**config.mk**
```make
export PLATFORM = sky130hd
export DESIGN_NAME = pwm_cfg_gen
export DESIGN_NICKNAME = d
export VERILOG_FILES = /design/src/rtl/pwm_pkg.sv /design/src/rtl/pwm_serdiv.sv /design/src/rtl/pwm_cfg_gen.sv
export SDC_FILE = /design/constraint.sdc
export NUM_CORES = 1
export LEC_CHECK = 0
export ABC_AREA = 1
export CAP_MARGIN = 20
export CORE_MARGIN = 2
export CORE_UTILIZATION = 41
export CTS_CLUSTER_DIAMETER = 100
export DETAILED_ROUTE_END_ITERATION = 7
export SLEW_MARGIN = 20
export SYNTH_ARGS = -nofsm -noshare
export SYNTH_HDL_FRONTEND = slang
export SYNTH_SLANG_ARGS = --single-unit
```
**constraint.sdc**
```tcl
create_clock -name clk -period 4.8 [get_ports clk]
set_input_delay 0.72 -clock clk [delete_from_list [all_inputs] [get_ports clk]]
set_output_delay 0.72 -clock clk [all_outputs]
set_load 0.03 [all_outputs]
```
**src/rtl/pwm_pkg.sv**
```systemverilog
// Shared types and constants for the PWM command/config generator.
package pwm_pkg;

    typedef enum logic [2:0] {
        IDLE,
        DIV_PER,
        MUL_DUTY,
        DIV_DUTY,
        ARMED
    } fsm_e;

    localparam int DUTY_FULL    = 100;
    localparam int CMD_FREQ_BIT = 7;

    // Command byte: top bit selects frequency code vs duty percentage.
    typedef struct packed {
        logic                    is_freq;
        logic [CMD_FREQ_BIT-1:0] value;
    } cmd_t;

    function automatic logic [CMD_FREQ_BIT-1:0] clamp7(
        input logic [CMD_FREQ_BIT-1:0] v,
        input logic [CMD_FREQ_BIT-1:0] lim
    );
        return (v > lim) ? lim : v;
    endfunction

endpackage

```
**src/rtl/pwm_serdiv.sv**
```systemverilog
// Restoring serial divider, one quotient bit per clock; done pulses for one clock
// in the cycle the quotient becomes valid. Divisor must be non-zero.
module pwm_serdiv #(
    parameter int W = 23
) (
    input  logic         clk,
    input  logic         rst_n,
    input  logic         i_start,
    input  logic [W-1:0] i_dividend,
    input  logic [W-1:0] i_divisor,
    output logic [W-1:0] o_quotient,
    output logic         o_done
);
    localparam int CW = $clog2(W + 1);

    logic [W-1:0]  r_quo;
    logic [W:0]    r_rem;
    logic [W-1:0]  r_dvs;
    logic [CW-1:0] r_cnt;
    logic          r_run;
    logic          r_done;

    logic [W+1:0]  w_shift;
    logic [W+1:0]  w_diff;
    logic          w_neg;

    // Extra headroom bit keeps the trial-subtraction sign reliable.
    assign w_shift = {r_rem, r_quo[W-1]};
    assign w_diff  = w_shift - {2'b00, r_dvs};
    assign w_neg   = w_diff[W+1];

    always_ff @(posedge clk or negedge rst_n) begin
        if (!rst_n) begin
            r_quo  <= '0;
            r_rem  <= '0;
            r_dvs  <= '0;
            r_cnt  <= '0;
            r_run  <= 1'b0;
            r_done <= 1'b0;
        end else begin
            r_done <= 1'b0;
            if (i_start) begin
                r_quo <= i_dividend;
                r_rem <= '0;
                r_dvs <= i_divisor;
                r_cnt <= CW'(W);
                r_run <= 1'b1;
            end else if (r_run) begin
                r_rem <= w_neg ? w_shift[W:0] : w_diff[W:0];
                r_quo <= {r_quo[W-2:0], ~w_neg};
                r_cnt <= r_cnt - 1'b1;
                if (r_cnt == CW'(1)) begin
                    r_run  <= 1'b0;
                    r_done <= 1'b1;
                end
            end
        end
    end

    assign o_quotient = r_quo;
    assign o_done     = r_done;

endmodule

```
**src/rtl/pwm_cfg_gen.sv**
```systemverilog
// PWM generator configured by one-byte commands; period/compare computed with a shared
// serial divider and applied only at a period boundary. PWM_DEADTIME_EN adds a dead band.
module pwm_cfg_gen
    import pwm_pkg::*;
#(
    parameter int PRESCALE   = 50,
    parameter int PERIOD_NUM = 1000,
    parameter int FREQ_MAX   = 100,
    parameter int CNT_W      = 16,
    parameter int DEADTIME   = 2
) (
    input  logic       clk,
    input  logic       rst_n,
    input  logic       cmd_valid,
    input  logic [7:0] cmd_data,
    output logic       cmd_ready,
    output logic       busy,
    output logic [6:0] cur_freq,
    output logic [6:0] cur_duty,
    output logic       cmd_err,
    output logic       pwm1,
    output logic       pwm2
);
    localparam int               DW        = CNT_W + 7;
    localparam int               PRE_W     = (PRESCALE > 1) ? $clog2(PRESCALE) : 1;
    localparam logic [PRE_W-1:0] PRE_LAST  = PRE_W'(PRESCALE - 1);
    localparam logic [CNT_W-1:0] PER_RESET = CNT_W'(PERIOD_NUM);
    localparam logic [6:0]       FREQ_LIM  = 7'(FREQ_MAX);
    localparam logic [6:0]       DUTY_LIM  = 7'(DUTY_FULL);

    fsm_e             r_state;
    fsm_e             w_state_next;

    logic [PRE_W-1:0] r_pre;
    logic [CNT_W-1:0] r_cnt;
    logic [CNT_W-1:0] r_per;
    logic [CNT_W-1:0] r_cmp;
    logic [CNT_W-1:0] r_new_per;
    logic [CNT_W-1:0] r_new_cmp;
    logic [6:0]       r_pend_freq;
    logic [6:0]       r_pend_duty;
    logic [6:0]       r_cur_freq;
    logic [6:0]       r_cur_duty;
    logic             r_err;

    cmd_t             w_cmd;
    logic             w_ready;
    logic             w_cmd_acc;
    logic             w_freq_zero;
    logic             w_accept;
    logic [6:0]       w_pend_freq_next;
    logic [6:0]       w_pend_duty_next;
    logic             w_tick;
    logic             w_wrap;
    logic             w_apply;
    logic             w_raw_next;
    logic [DW-1:0]    w_prod;

    logic             w_div_start;
    logic [DW-1:0]    w_div_dividend;
    logic [DW-1:0]    w_div_divisor;
    logic [DW-1:0]    w_div_quo;
    logic             w_div_done;

    // ---------------- command decode ----------------
    assign w_cmd       = cmd_t'(cmd_data);
    assign w_ready     = (r_state == IDLE) || (r_state == ARMED);
    assign w_cmd_acc   = cmd_valid && w_ready;
    assign w_freq_zero = w_cmd.is_freq && (w_cmd.value == 7'd0);
    assign w_accept    = w_cmd_acc && !w_freq_zero;

    // Each command touches only its own field; the divider sees the updated value directly.
    assign w_pend_freq_next = (w_accept && w_cmd.is_freq)
                            ? clamp7(w_cmd.value, FREQ_LIM) : r_pend_freq;
    assign w_pend_duty_next = (w_accept && !w_cmd.is_freq)
                            ? clamp7(w_cmd.value, DUTY_LIM) : r_pend_duty;

    assign w_prod = {7'd0, r_new_per} * {{(DW-7){1'b0}}, r_pend_duty};

    // ---------------- timebase ----------------
    assign w_tick     = (r_pre == PRE_LAST);
    assign w_wrap     = w_tick && (r_cnt == r_per - 1'b1);
    assign w_raw_next = (r_cnt < r_cmp);

    // ---------------- sequencing FSM ----------------
    always_ff @(posedge clk or negedge rst_n) begin
        if (!rst_n) begin
            r_state <= IDLE;
        end else begin
            r_state <= w_state_next;
        end
    end

    always_comb begin
        w_state_next   = r_state;
        w_div_start    = 1'b0;
        w_div_dividend = DW'(PERIOD_NUM);
        w_div_divisor  = {{(DW-7){1'b0}}, w_pend_freq_next};
        w_apply        = 1'b0;
        case (r_state)
            IDLE: begin
                if (w_accept) begin
                    w_div_start  = 1'b1;
                    w_state_next = DIV_PER;
                end
            end
            DIV_PER: begin
                if (w_div_done) begin
                    w_state_next = MUL_DUTY;
                end
            end
            MUL_DUTY: begin
                w_div_start    = 1'b1;
                w_div_dividend = w_prod;
                w_div_divisor  = DW'(DUTY_FULL);
                w_state_next   = DIV_DUTY;
            end
            DIV_DUTY: begin
                if (w_div_done) begin
                    w_state_next = ARMED;
                end
            end
            ARMED: begin
                // A fresh command beats a coincident wrap: the armed result is stale.
                if (w_accept) begin
                    w_div_start  = 1'b1;
                    w_state_next = DIV_PER;
                end else if (w_wrap) begin
                    w_apply      = 1'b1;
                    w_state_next = IDLE;
                end
            end
            default: begin
                w_state_next = IDLE;
            end
        endcase
    end

    pwm_serdiv #(
        .W (DW)
    ) u_div (
        .clk        (clk),
        .rst_n      (rst_n),
        .i_start    (w_div_start),
        .i_dividend (w_div_dividend),
        .i_divisor  (w_div_divisor),
        .o_quotient (w_div_quo),
        .o_done     (w_div_done)
    );

    // ---------------- configuration registers ----------------
    always_ff @(posedge clk or negedge rst_n) begin
        if (!rst_n) begin
            r_pend_freq <= 7'd1;
            r_pend_duty <= 7'd0;
            r_new_per   <= PER_RESET;
            r_new_cmp   <= '0;
            r_per       <= PER_RESET;
            r_cmp       <= '0;
            r_cur_freq  <= 7'd1;
            r_cur_duty  <= 7'd0;
            r_err       <= 1'b0;
        end else begin
            r_pend_freq <= w_pend_freq_next;
            r_pend_duty <= w_pend_duty_next;
            if (cmd_valid && !w_ready) begin
                r_err <= 1'b1;
            end
            if (w_cmd_acc && w_freq_zero) begin
                r_err <= 1'b1;
            end
            if (r_state == DIV_PER && w_div_done) begin
                r_new_per <= (w_div_quo == '0) ? CNT_W'(1) : w_div_quo[CNT_W-1:0];
            end
            if (r_state == DIV_DUTY && w_div_done) begin
                r_new_cmp <= w_div_quo[CNT_W-1:0];
            end
            if (w_apply) begin
                r_per      <= r_new_per;
                r_cmp      <= r_new_cmp;
                r_cur_freq <= r_pend_freq;
                r_cur_duty <= r_pend_duty;
            end
        end
    end

    // Apply lands on the wrap edge, so the counter restarts at 0 under the new period.
    always_ff @(posedge clk or negedge rst_n) begin
        if (!rst_n) begin
            r_pre <= '0;
            r_cnt <= '0;
        end else begin
            r_pre <= w_tick ? '0 : r_pre + 1'b1;
            if (w_tick) begin
                r_cnt <= w_wrap ? '0 : r_cnt + 1'b1;
            end
        end
    end

    // ---------------- outputs ----------------
`ifdef PWM_DEADTIME_EN
    // Dead band is held in clocks (DEADTIME ticks); each rising edge waits it out.
    localparam int              DT_CLK  = DEADTIME * PRESCALE;
    localparam int              DT_W    = (DT_CLK > 0) ? $clog2(DT_CLK + 1) : 1;
    localparam logic [DT_W-1:0] DT_LAST = DT_W'(DT_CLK);

    logic            r_raw;
    logic [DT_W-1:0] r_dt;
    logic            r_pwm1;
    logic            r_pwm2;

    always_ff @(posedge clk or negedge rst_n) begin
        if (!rst_n) begin
            r_raw  <= 1'b0;
            r_dt   <= '0;
            r_pwm1 <= 1'b0;
            r_pwm2 <= 1'b0;
        end else begin
            r_raw <= w_raw_next;
            if (w_raw_next != r_raw) begin
                r_dt <= '0;
            end else if (r_dt != DT_LAST) begin
                r_dt <= r_dt + 1'b1;
            end
            r_pwm1 <= r_raw && (r_dt == DT_LAST);
            r_pwm2 <= !r_raw && (r_dt == DT_LAST);
        end
    end

    assign pwm1 = r_pwm1;
    assign pwm2 = r_pwm2;
`else
    logic r_pwm;

    always_ff @(posedge clk or negedge rst_n) begin
        if (!rst_n) begin
            r_pwm <= 1'b0;
        end else begin
            r_pwm <= w_raw_next;
        end
    end

    // Without a dead band both pads carry the same register; a negative dead band is meaningless.
    if (DEADTIME >= 0) begin : g_out
        assign pwm1 = r_pwm;
        assign pwm2 = r_pwm;
    end else begin : g_out_bad
        assign pwm1 = 1'b0;
        assign pwm2 = 1'b0;
    end
`endif

    assign cmd_ready = w_ready;
    assign busy      = !w_ready;
    assign cur_freq  = r_cur_freq;
    assign cur_duty  = r_cur_duty;
    assign cmd_err   = r_err;

endmodule
```
## Yosys cells after proc, flatten, opt, wreduce, memory -nomap -nowiden

Cells that the tools add are included.

- Add/sub/neg operators: 5
- $mul: 1
- Order comparisons: 2
- Eq/ne operators: 11
- Mux-type cells: 33
- Bitwise operators: 1
- Reductions and logical operators: 21

Operators by type and width:

| cell | count |
|---|---|
| $mux 24 | 3 |
| $mux 23 | 3 |
| $mux 16 | 2 |
| $sub 25x23->25 | 1 |
| $logic_not 23->1 | 1 |
| $mul 16x7->23 | 1 |
| $mux 7 | 3 |
| $add 16x1->16 const B | 1 |
| $eq 16x16->1 | 1 |
| $lt 16x16->1 | 1 |
| $sub 16x1->16 const B | 1 |
| $mux 3 | 5 |
| $pmux 3 s5 | 1 |
| $mux 1 | 12 |
| $logic_and 1x1->1 | 10 |
| $mux 5 | 2 |
| $gt 7x7->1 const B | 1 |
| $logic_not 7->1 | 1 |
| $add 6x1->6 const B | 1 |
| $eq 3x2->1 const B | 2 |
| $eq 6x6->1 const B | 1 |
| $mux 6 | 1 |
| $eq 5x1->1 const B | 1 |
| $sub 5x1->5 const B | 1 |
| 13 further kinds | 17 |

- Bits in registers: 196
- Input bits: 11
- Output and inout bits: 19
- Logic and storage cells: 93

## Logic depth before layout (Yosys ltp)

Gate-level depths: netlist of run 1.

- Word-level depth: 7
- Mapped depth: 24
- Depth with buffers taken out: 22

## By module

A second synthesis of run 1 with hierarchy kept.

- Cell total of the unflattened synthesis: 2185
- Area total of the unflattened synthesis: 15665.0 um2

Modules (own cells, without submodules):

| module | times used | cells an instance | area each (um2) | sequential area each (um2) |
|---|---|---|---|---|
| pwm_cfg_gen | 1 | 1411 | 10298.6 | 2995.4 |
| pwm_serdiv | 1 | 774 | 5366.4 | 1926.8 |

## Least setup slack after synthesis of run 1

Ideal clock, no wire load.

- Path type: reg-to-reg
- From: reg r_pend_duty[6]
- To: reg u_div.r_quo[17], in the netlist u_div.o_quotient[17]
- Library setup time: 77 ps
- Arrival: 4470 ps
- Required time: 4723 ps
- Setup slack: 252 ps
- Cell stages (with the launch flop): 20
- Buffers on the path: 2
- Clock period less this slack: 4548 ps
- Cell sequence: dfrtp_1 -> clkbuf_1 -> clkbuf_1 -> nand2_1 -> fa_1 -> fa_1 -> inv_1 -> fa_1 -> inv_1 -> fa_1 -> inv_1 -> ha_1 -> nand2_1 -> o21ai_0 -> nor2_1 -> o21ai_0 -> nand2_1 -> nand3b_1 -> nand3_1 -> a21oi_1

- Word-level cells in the longest chain between the ends: 3

RTL lines:

| item | RTL line | text |
|---|---|---|
| from (decl) | pwm_cfg_gen.sv:41 | `logic [6:0] r_pend_duty;` |
| from (signal assigned) | pwm_cfg_gen.sv:165 | `r_pend_duty <= w_pend_duty_next;` |
| $mul 16x7->23 | pwm_cfg_gen.sv:78 | `assign w_prod = {7'd0, r_new_per} * {{(DW-7){1'b0}}, r_pend_duty};` |
| $mux 23 | pwm_cfg_gen.sv:100 | `case (r_state)` |
| $mux 23 | pwm_serdiv.sv:42 | `if (i_start) begin` |
| to (signal assigned) | pwm_serdiv.sv:43 | `r_quo <= i_dividend;` |
| to (signal assigned) | pwm_serdiv.sv:50 | `r_quo <= {r_quo[W-2:0], ~w_neg};` |
| to (decl) | pwm_serdiv.sv:16 | `logic [W-1:0] r_quo;` |

Every way passes these cells.
A chain may end at the register's enable or synchronous reset.

## Final worst setup path of run 1

- From: reg r_pend_duty[1]
- To: reg u_div.r_quo[9], in the netlist u_div.o_quotient[9]

The elaborated chain is that of the path after synthesis.

==> results of run 1 <==
## routing by layer
layer,part of all wire,track usage
met4,0.026,0.0733
met1,0.44,0.272
met5,0.00037,0
met2,0.49,0.381
met3,0.038,0.0336
## metrics by stage
| step | TNS, ns | cell area, um2 | hold WS, ns | total power [W] | setup slack, ns |
|---|---|---|---|---|---|
| after floorplan | 0 | 13500 | 0.424 | 0.00513 | 0.252 |
| after global placement | 0 | 14200 | 0.448 | 0.00625 | 0.00546 |
| after detailed placement | -0.0241 | 14200 | 0.452 | 0.00631 | -0.0146 |
| after CTS | 0 | 14800 | 0.451 | 0.00777 | 0.0259 |
| after global routing | 0 | 14900 | 0.456 | 0.00850 | 0.0182 |
| final | 0 | 14900 | 0.387 | 0.00778 | 0.244 |
## what timing repair did
action                     in CTS  in global routing
cloned                          0                  0
setup endpoints to repair       4                 14
setup buffers                   0                  4
gates resized for setup         2                 16
pin swaps                       0                  1
## kinds of logic (layout without fill, tap and decap cells)
family / after synthesis / count (layout)
compound gates: 204 / 204
xor+xnor: 51 / 51
fa+ha+maj: 139 / 139
buf+inv: 395 / 420
flops: 180 / 180
mux: 2 / 2
simple gates: 824 / 824
## synth_stat cells (all sizes together), types with 14 or more instances
master / count
fa: 70
buf: 37
ha: 69
nor2: 122
nand3: 109
nand4: 19
o21ai: 114
xor2: 31
dfrtp: 166
nor3: 26
a21oi: 49
dfstp: 14
xnor2: 20
inv: 326
clkbuf: 31
nand2: 523
## how the worst max path moves through the flow
stage	slack (ns)	start	to	depth (start not counted)
finish	0.24	r_pend_duty[1]$_DFFE_PN0P_	u_div.o_quotient[9]$_DFFE_PN0P_	18
global route	0.02	r_new_per[4]$_DFFE_PN0P_	u_div.o_quotient[17]$_DFFE_PN0P_	20
CTS	0.03	r_pend_duty[1]$_DFFE_PN0P_	u_div.o_quotient[21]$_DFFE_PN0P_	20
detailed placement	-0.01	r_pend_duty[4]$_DFFE_PN0P_	u_div.o_quotient[17]$_DFFE_PN0P_	17
global placement	0.005	r_pend_duty[4]$_DFFE_PN0P_	u_div.o_quotient[17]$_DFFE_PN0P_	17
floorplan	0.25	r_pend_duty[6]$_DFFE_PN0P_	u_div.o_quotient[17]$_DFFE_PN0P_	19
## registers in the layout (all words and copies together), names as in the netlist
name              count
r_per                16
u_div.o_done          1
cur_freq              7
r_pend_freq           7
cmd_err               1
u_div.r_run           1
r_new_cmp            16
u_div.r_dvs           7
r_pend_duty           7
r_pre                 6
r_state               3
cur_duty              7
u_div.r_cnt           5
pwm1                  1
u_div.r_rem          24
r_cnt                16
r_new_per            16
u_div.o_quotient     23
r_cmp                16
## placed cells by master, fill, tap and decap left out, types with 3 or more instances in the layout
master and n:
dfrtp_2 7, nor2_2 8, buf_4 31, dfrtp_1 159, xnor2_1 20, o221ai_1 5, inv_2 5, o22ai_1 10
a21oi_1 47, nand2_1 518, nand3_1 107, or2_2 3, nor2_4 7, o21ai_1 4, nor4_1 6, clkbuf_1 3
nand2_2 3, nor2_1 106, a31oi_1 5, clkbuf_8 4, clkdlybuf4s50_1 28, nand4_1 17, and2_1 3, nor3_1 23
nand3b_1 9, o21a_1 4, xor2_1 31, dfstp_2 14, fa_1 70, clkinvlp_4 3, a22oi_1 4, clkbuf_16 17
o211ai_1 7, o21ai_0 110, ha_1 67, inv_1 321, nor3_2 3
## report_power, final
part | internal (W) | total [W] | switching (W)
clock network | 0.000765 | 0.00142 | 0.000655
logic | 0.00144 | 0.00395 | 0.00251
registers | 0.00195 | 0.00241 | 0.000463
total | 0.00415 | 0.00778 | 0.00363
## final cells by class
cell class,count,area (um2),share of cell area
Clock inverter,9,95.1,0.00640
Tap cell,442,553,0.0372
Multi-Input combinational cell,1220,7420,0.500
Inverter,327,1230,0.0826
Timing Repair Buffer,61,547,0.0368
Sequential cell,180,4530,0.305
Clock buffer,23,478,0.0322
==> flow_metrics.py, run 1 <==
metrics = {
    "outcome": {
        "status": "finished, final reports clean",
    },
    "setup_path": {
        "reg2reg_setup_slack_ns": 0.24,
        "r2r_end": "u_div.o_quotient[9]$_DFFE_PN0P_",
        "critPathKind": "flop to flop",
        "critPathSlowestCell": "fa_1",
        "cp.arrival_ns": 4.86,
        "timing.critical_path.mode_cell": "inv_1",
        "crit_buf_inv": 5,
        "cpPeakStageDelay_ns": 0.54,
        "cp-end-kind": "flop",
        "cp.required_ns": 5.10,
        "cp_top_family": "adder cells",
        "path_cells": "nand2_1 > inv_1 > fa_1 > inv_1 > fa_1 > inv_1 > fa_1 > inv_1 > fa_1 > inv_1 > ha_1 > a21oi_1 > o21ai_1 > nor2_1 > o21ai_1 > xor2_1 > o21ai_0 > o21ai_0",
        "crit_fanout": 12,
        "worst_r2r_startpoint": "r_pend_duty[1]$_DFFE_PN0P_",
        "cp-start-kind": "flop",
        "rr_worst_depth": 18,
    },
    "placement": {
        "portBuffers": 29,
        "dp.cells": 2226,
        "place_congestion": 0.905,
        "hpwl_mm": 27.0,
    },
    "synth": {
        "synth_xor_area_frac": 0.0332,
        "synth_top_area_cell": "dfrtp_1",
        "ys_warn_count": 0,
        "synthAdderAreaFrac": 0.168,
        "seq_area_frac_synth": 0.336,
        "synth_nets": 1945,
        "muxShareOfSynthArea": 0.00167,
        "synth_top_family_by_area": "simple AND/OR/NAND/NOR gates",
        "synth.top_cell.area_share": 0.309,
        "syn-instance-count": 1795,
        "synth_area_leaders": "dfrtp_1 31%, nand2_1 14%, fa_1 10%",
        "ys.flop_type": "dfrtp_1",
        "yosys.area_share.simple": 0.263,
        "syn_area_um2": 13500,
        "synth_edf_count": 0,
        "synth_compound_area_frac": 0.0827,
        "synth_cell_types": 50,
        "async_reset_ff_frac": 1.00,
        "ys_seq_elements": 180,
        "avgSynthCellArea_um2": 7.50,
    },
    "drt": {
        "drc": 0,
        "totalWireLength_mm": 35.5,
        "first_iter_violations": 789,
        "first_pass_iters": 5,
        "wl_per_cell_um": 15.7,
        "postRouteAntennaNets": 0,
        "dr_total_vias": 11400,
        "vias_per_cell": 5.05,
    },
    "cts": {
        "postCtsHoldBufs": 0,
        "clock-sinks": 180,
        "clk_pin_slew_worst_paths_ns": 0.07,
        "cts_made_buffers": 17,
        "root_buffer": "clkbuf_16",
        "cts_buffer_depth": 2,
        "cts_tree": "done",
        "htree_levels": 4,
        "clk_latency_ns": 0.44,
    },
    "global_routing": {
        "grt_pass1_wl_mm": 58.1,
        "grt-ovfl-total": 0,
        "antenna_found_initial": 1,
        "grt_util_all_layers": 0.217,
        "grt_start_max_net_pins": 106,
        "grt_pass1_vias": 11300,
    },
    "final_layout": {
        "area_growth_pct": 10.4,
        "nets": 1957,
        "final_util": 0.458,
        "drive_above_1_share": 0.0692,
        "nFillCells": 3288,
        "fin_cells": 2262,
        "diodes": 0,
    },
    "die": {
        "fp-row-count": 66,
        "die_x_um": 185,
        "die_y_um": 185,
        "num_io_pins": 30,
        "initial_core_util": 0.415,
        "die-area_um2": 34300,
        "core_um2": 32500,
    },
    "sta": {
        "fin_crit_sh": 0.949,
        "drv_slew": 0,
        "worstMarginPinSlew_ns": 0.973,
        "timing.final.crit_period_ns": 4.56,
        "max_freq_mhz": 219,
        "slew_headroom": 0.350,
        "setup_viol": 0,
        "hold_viol": 0,
        "fin_skew_ns": 0.0106,
        "rsz0062_at_grt": "no",
    },
    "flow_run": {
        "cap_violations": 0,
    },
    "power": {
        "powerDensity_nw_per_um2": 524,
        "vdd_drop_max_v": 0.000318,
        "leakage_nw": 8.19,
    },
    "min_path": {
        "hp-class": "input pin to async pin",
    },
}
Note: power is estimated with default switching activity, not from simulation.
==> run 2, diff against run 1 <==
Settings changed: CTS_BUF_LIST from default to sky130_fd_sc_hd__clkbuf_8 sky130_fd_sc_hd__clkbuf_16.
==> run 2 against run 1 <==
  * Non-clock buffer count did not move
  * Maximum frequency barely moved
  * Critical endpoint unchanged
  * Sequential share of layout area stayed put
  * Largest power group unchanged
  * Clock power hardly changed
  * Cell count stayed put
  * Die area unchanged
  * Power is essentially flat
  * Largest cell class unchanged
  * Core utilization unchanged
==> flow_metrics.py, run 2 (synthesized netlist as in run 1, its figures left out) <==
metrics = {
    "setup_path": {
        "cp-start-kind": "flop",
        "critPathSlowestCell": "dfrtp_1",
        "crit_path_start": "r_new_per[2]$_DFFE_PN0P_",
        "reg2reg_setup_slack_ns": 0.24,
        "r2r_end": "u_div.o_quotient[9]$_DFFE_PN0P_",
        "cp.arrival_ns": 4.86,
        "timing.critical_path.mode_cell": "fa_1",
        "crit_fanout": 7,
        "cp_top_family": "adder cells",
        "cpPeakStageDelay_ns": 0.55,
        "cp.required_ns": 5.11,
        "cp-end-kind": "flop",
        "critPathKind": "flop to flop",
        "worst_r2r_startpoint": "r_new_per[2]$_DFFE_PN0P_",
        "crit_buf_inv": 3,
        "rr_worst_depth": 16,
        "path_cells": "nand2_1 > fa_1 > fa_1 > inv_1 > fa_1 > inv_1 > fa_1 > inv_1 > ha_1 > a21oi_1 > o21ai_1 > nor2_1 > o21ai_1 > xor2_1 > o21ai_0 > o21ai_0",
    },
    "final_layout": {
        "final_util": 0.458,
        "nFillCells": 3288,
        "diodes": 0,
        "drive_above_1_share": 0.0692,
        "largest_reg_flops": 24,
        "layout_common_cells": "518 x nand2_1, 324 x inv_1, 159 x dfrtp_1",
        "final_common_cell": "nand2_1",
        "nets": 1957,
        "fin_area_um2": 14900,
        "area_growth_pct": 10.4,
        "regMostFlops": "u_div.r_rem",
    },
    "drt": {
        "vias_per_cell": 5.05,
        "postRouteAntennaNets": 0,
        "dr_total_vias": 11400,
        "first_iter_violations": 781,
        "first_pass_iters": 7,
        "totalWireLength_mm": 35.5,
        "wl_per_cell_um": 15.7,
        "drc": 0,
    },
    "cts": {
        "root_buffer": "clkbuf_16",
        "postCtsHoldBufs": 0,
        "cts_tree": "done",
        "htree_levels": 4,
        "clock-sinks": 180,
        "cts_buffer_depth": 2,
        "clk_latency_ns": 0.44,
        "cts_made_buffers": 17,
        "clk_pin_slew_worst_paths_ns": 0.07,
    },
    "sta": {
        "finalWorstSetupSlack_ns": 0.244,
        "rsz0062_at_grt": "no",
        "fin_crit_sh": 0.949,
        "hold_ws_ns": 0.387,
        "setup_viol": 0,
        "slew_headroom": 0.350,
        "timing.final.crit_period_ns": 4.56,
        "hold_viol": 0,
        "fin_skew_ns": 0.0106,
        "max_freq_mhz": 219,
        "worstMarginPinSlew_ns": 0.973,
        "drv_slew": 0,
    },
    "global_routing": {
        "antenna_found_initial": 1,
        "grt_start_max_net_pins": 106,
        "grt_pass1_vias": 11300,
        "grt-ovfl-total": 0,
        "grt_pass1_wl_mm": 58.1,
        "grt_util_all_layers": 0.217,
    },
    "die": {
        "die_x_um": 185,
        "fp-row-count": 66,
        "die-area_um2": 34300,
        "core_um2": 32500,
        "die_y_um": 185,
        "initial_core_util": 0.415,
        "num_io_pins": 30,
    },
    "min_path": {
        "hp-class": "input pin to async pin",
    },
    "placement": {
        "dp_slack_ns": -0.0146,
        "portBuffers": 29,
        "dpl-instance-area_um2": 14200,
        "hpwl_mm": 27.0,
        "place_congestion": 0.905,
    },
    "power": {
        "vdd_drop_max_v": 0.000321,
        "leakage_nw": 8.20,
        "powerDensity_nw_per_um2": 524,
    },
    "flow_run": {
        "cap_violations": 0,
    },
    "outcome": {
        "status": "finished, final reports clean",
    },
}
[run 2: metrics by stage]
step | setup TNS, ns | total power, W | cells
5_1_grt | 0 | 0.00849 | 2262
4_1_cts | 0 | 0.00776 | 2258
3_5_place_dp | -0.0241 | 0.00631 | 2226
3_3_place_gp | 0 | 0.00625 | 2226
2_1_floorplan | 0 | 0.00513 | 1795
6_report | 0 | 0.00778 | 2262
[run 2: area by class of cell]
class,count,area [um2],area share
tap,442,553,0.0372
clock buffer,20,467,0.0314
inverter,327,1230,0.0826
clock inverter,12,106,0.00716
timing repair buffer,61,547,0.0368
multi-input combinational,1220,7420,0.500
sequential,180,4530,0.305
[run 2: layer usage]
metal,wire (um),GRT usage,share of wire
met5,13,0,0.00037
met1,15500,0.272,0.44
met4,949,0.0733,0.027
met2,17600,0.381,0.50
met3,1450,0.0336,0.041
[run 2: what timing repair did]
item | in CTS | in global routing
hold endpoints to repair | 0 | 0
pin swaps | 0 | 1
buffers inserted | 0 | 4
setup endpoints to repair | 4 | 14
gates resized for setup | 2 | 16
[run 2: how the worst max path moves through the flow]
stage                                  endpoint  slack, ns  cells after the start
3_5_place_dp   u_div.o_quotient[17]$_DFFE_PN0P_      -0.01                     17
5_1_grt        u_div.o_quotient[17]$_DFFE_PN0P_       0.02                     20
4_1_cts        u_div.o_quotient[21]$_DFFE_PN0P_       0.03                     20
6_report        u_div.o_quotient[9]$_DFFE_PN0P_       0.24                     16
3_3_place_gp   u_div.o_quotient[17]$_DFFE_PN0P_      0.005                     17
2_1_floorplan  u_div.o_quotient[17]$_DFFE_PN0P_       0.25                     19
[run 2: power breakdown]
group | internal (W) | switching [W] | leakage, nW
registers | 0.00195 | 0.000463 | 2.29
clock network | 0.000758 | 0.000655 | 0.285
logic | 0.00144 | 0.00251 | 5.62
total | 0.00415 | 0.00363 | 8.20
[run 2: worst register-to-register path, stage by stage, from the launching register on]
cell	delay, ns
dfrtp_1	0.55
nand2_1	0.12
fa_1	0.47
fa_1	0.55
inv_1	0.06
fa_1	0.54
inv_1	0.06
fa_1	0.53
inv_1	0.06
ha_1	0.35
a21oi_1	0.21
o21ai_1	0.13
nor2_1	0.26
o21ai_1	0.14
xor2_1	0.17
o21ai_0	0.15
o21ai_0	0.10
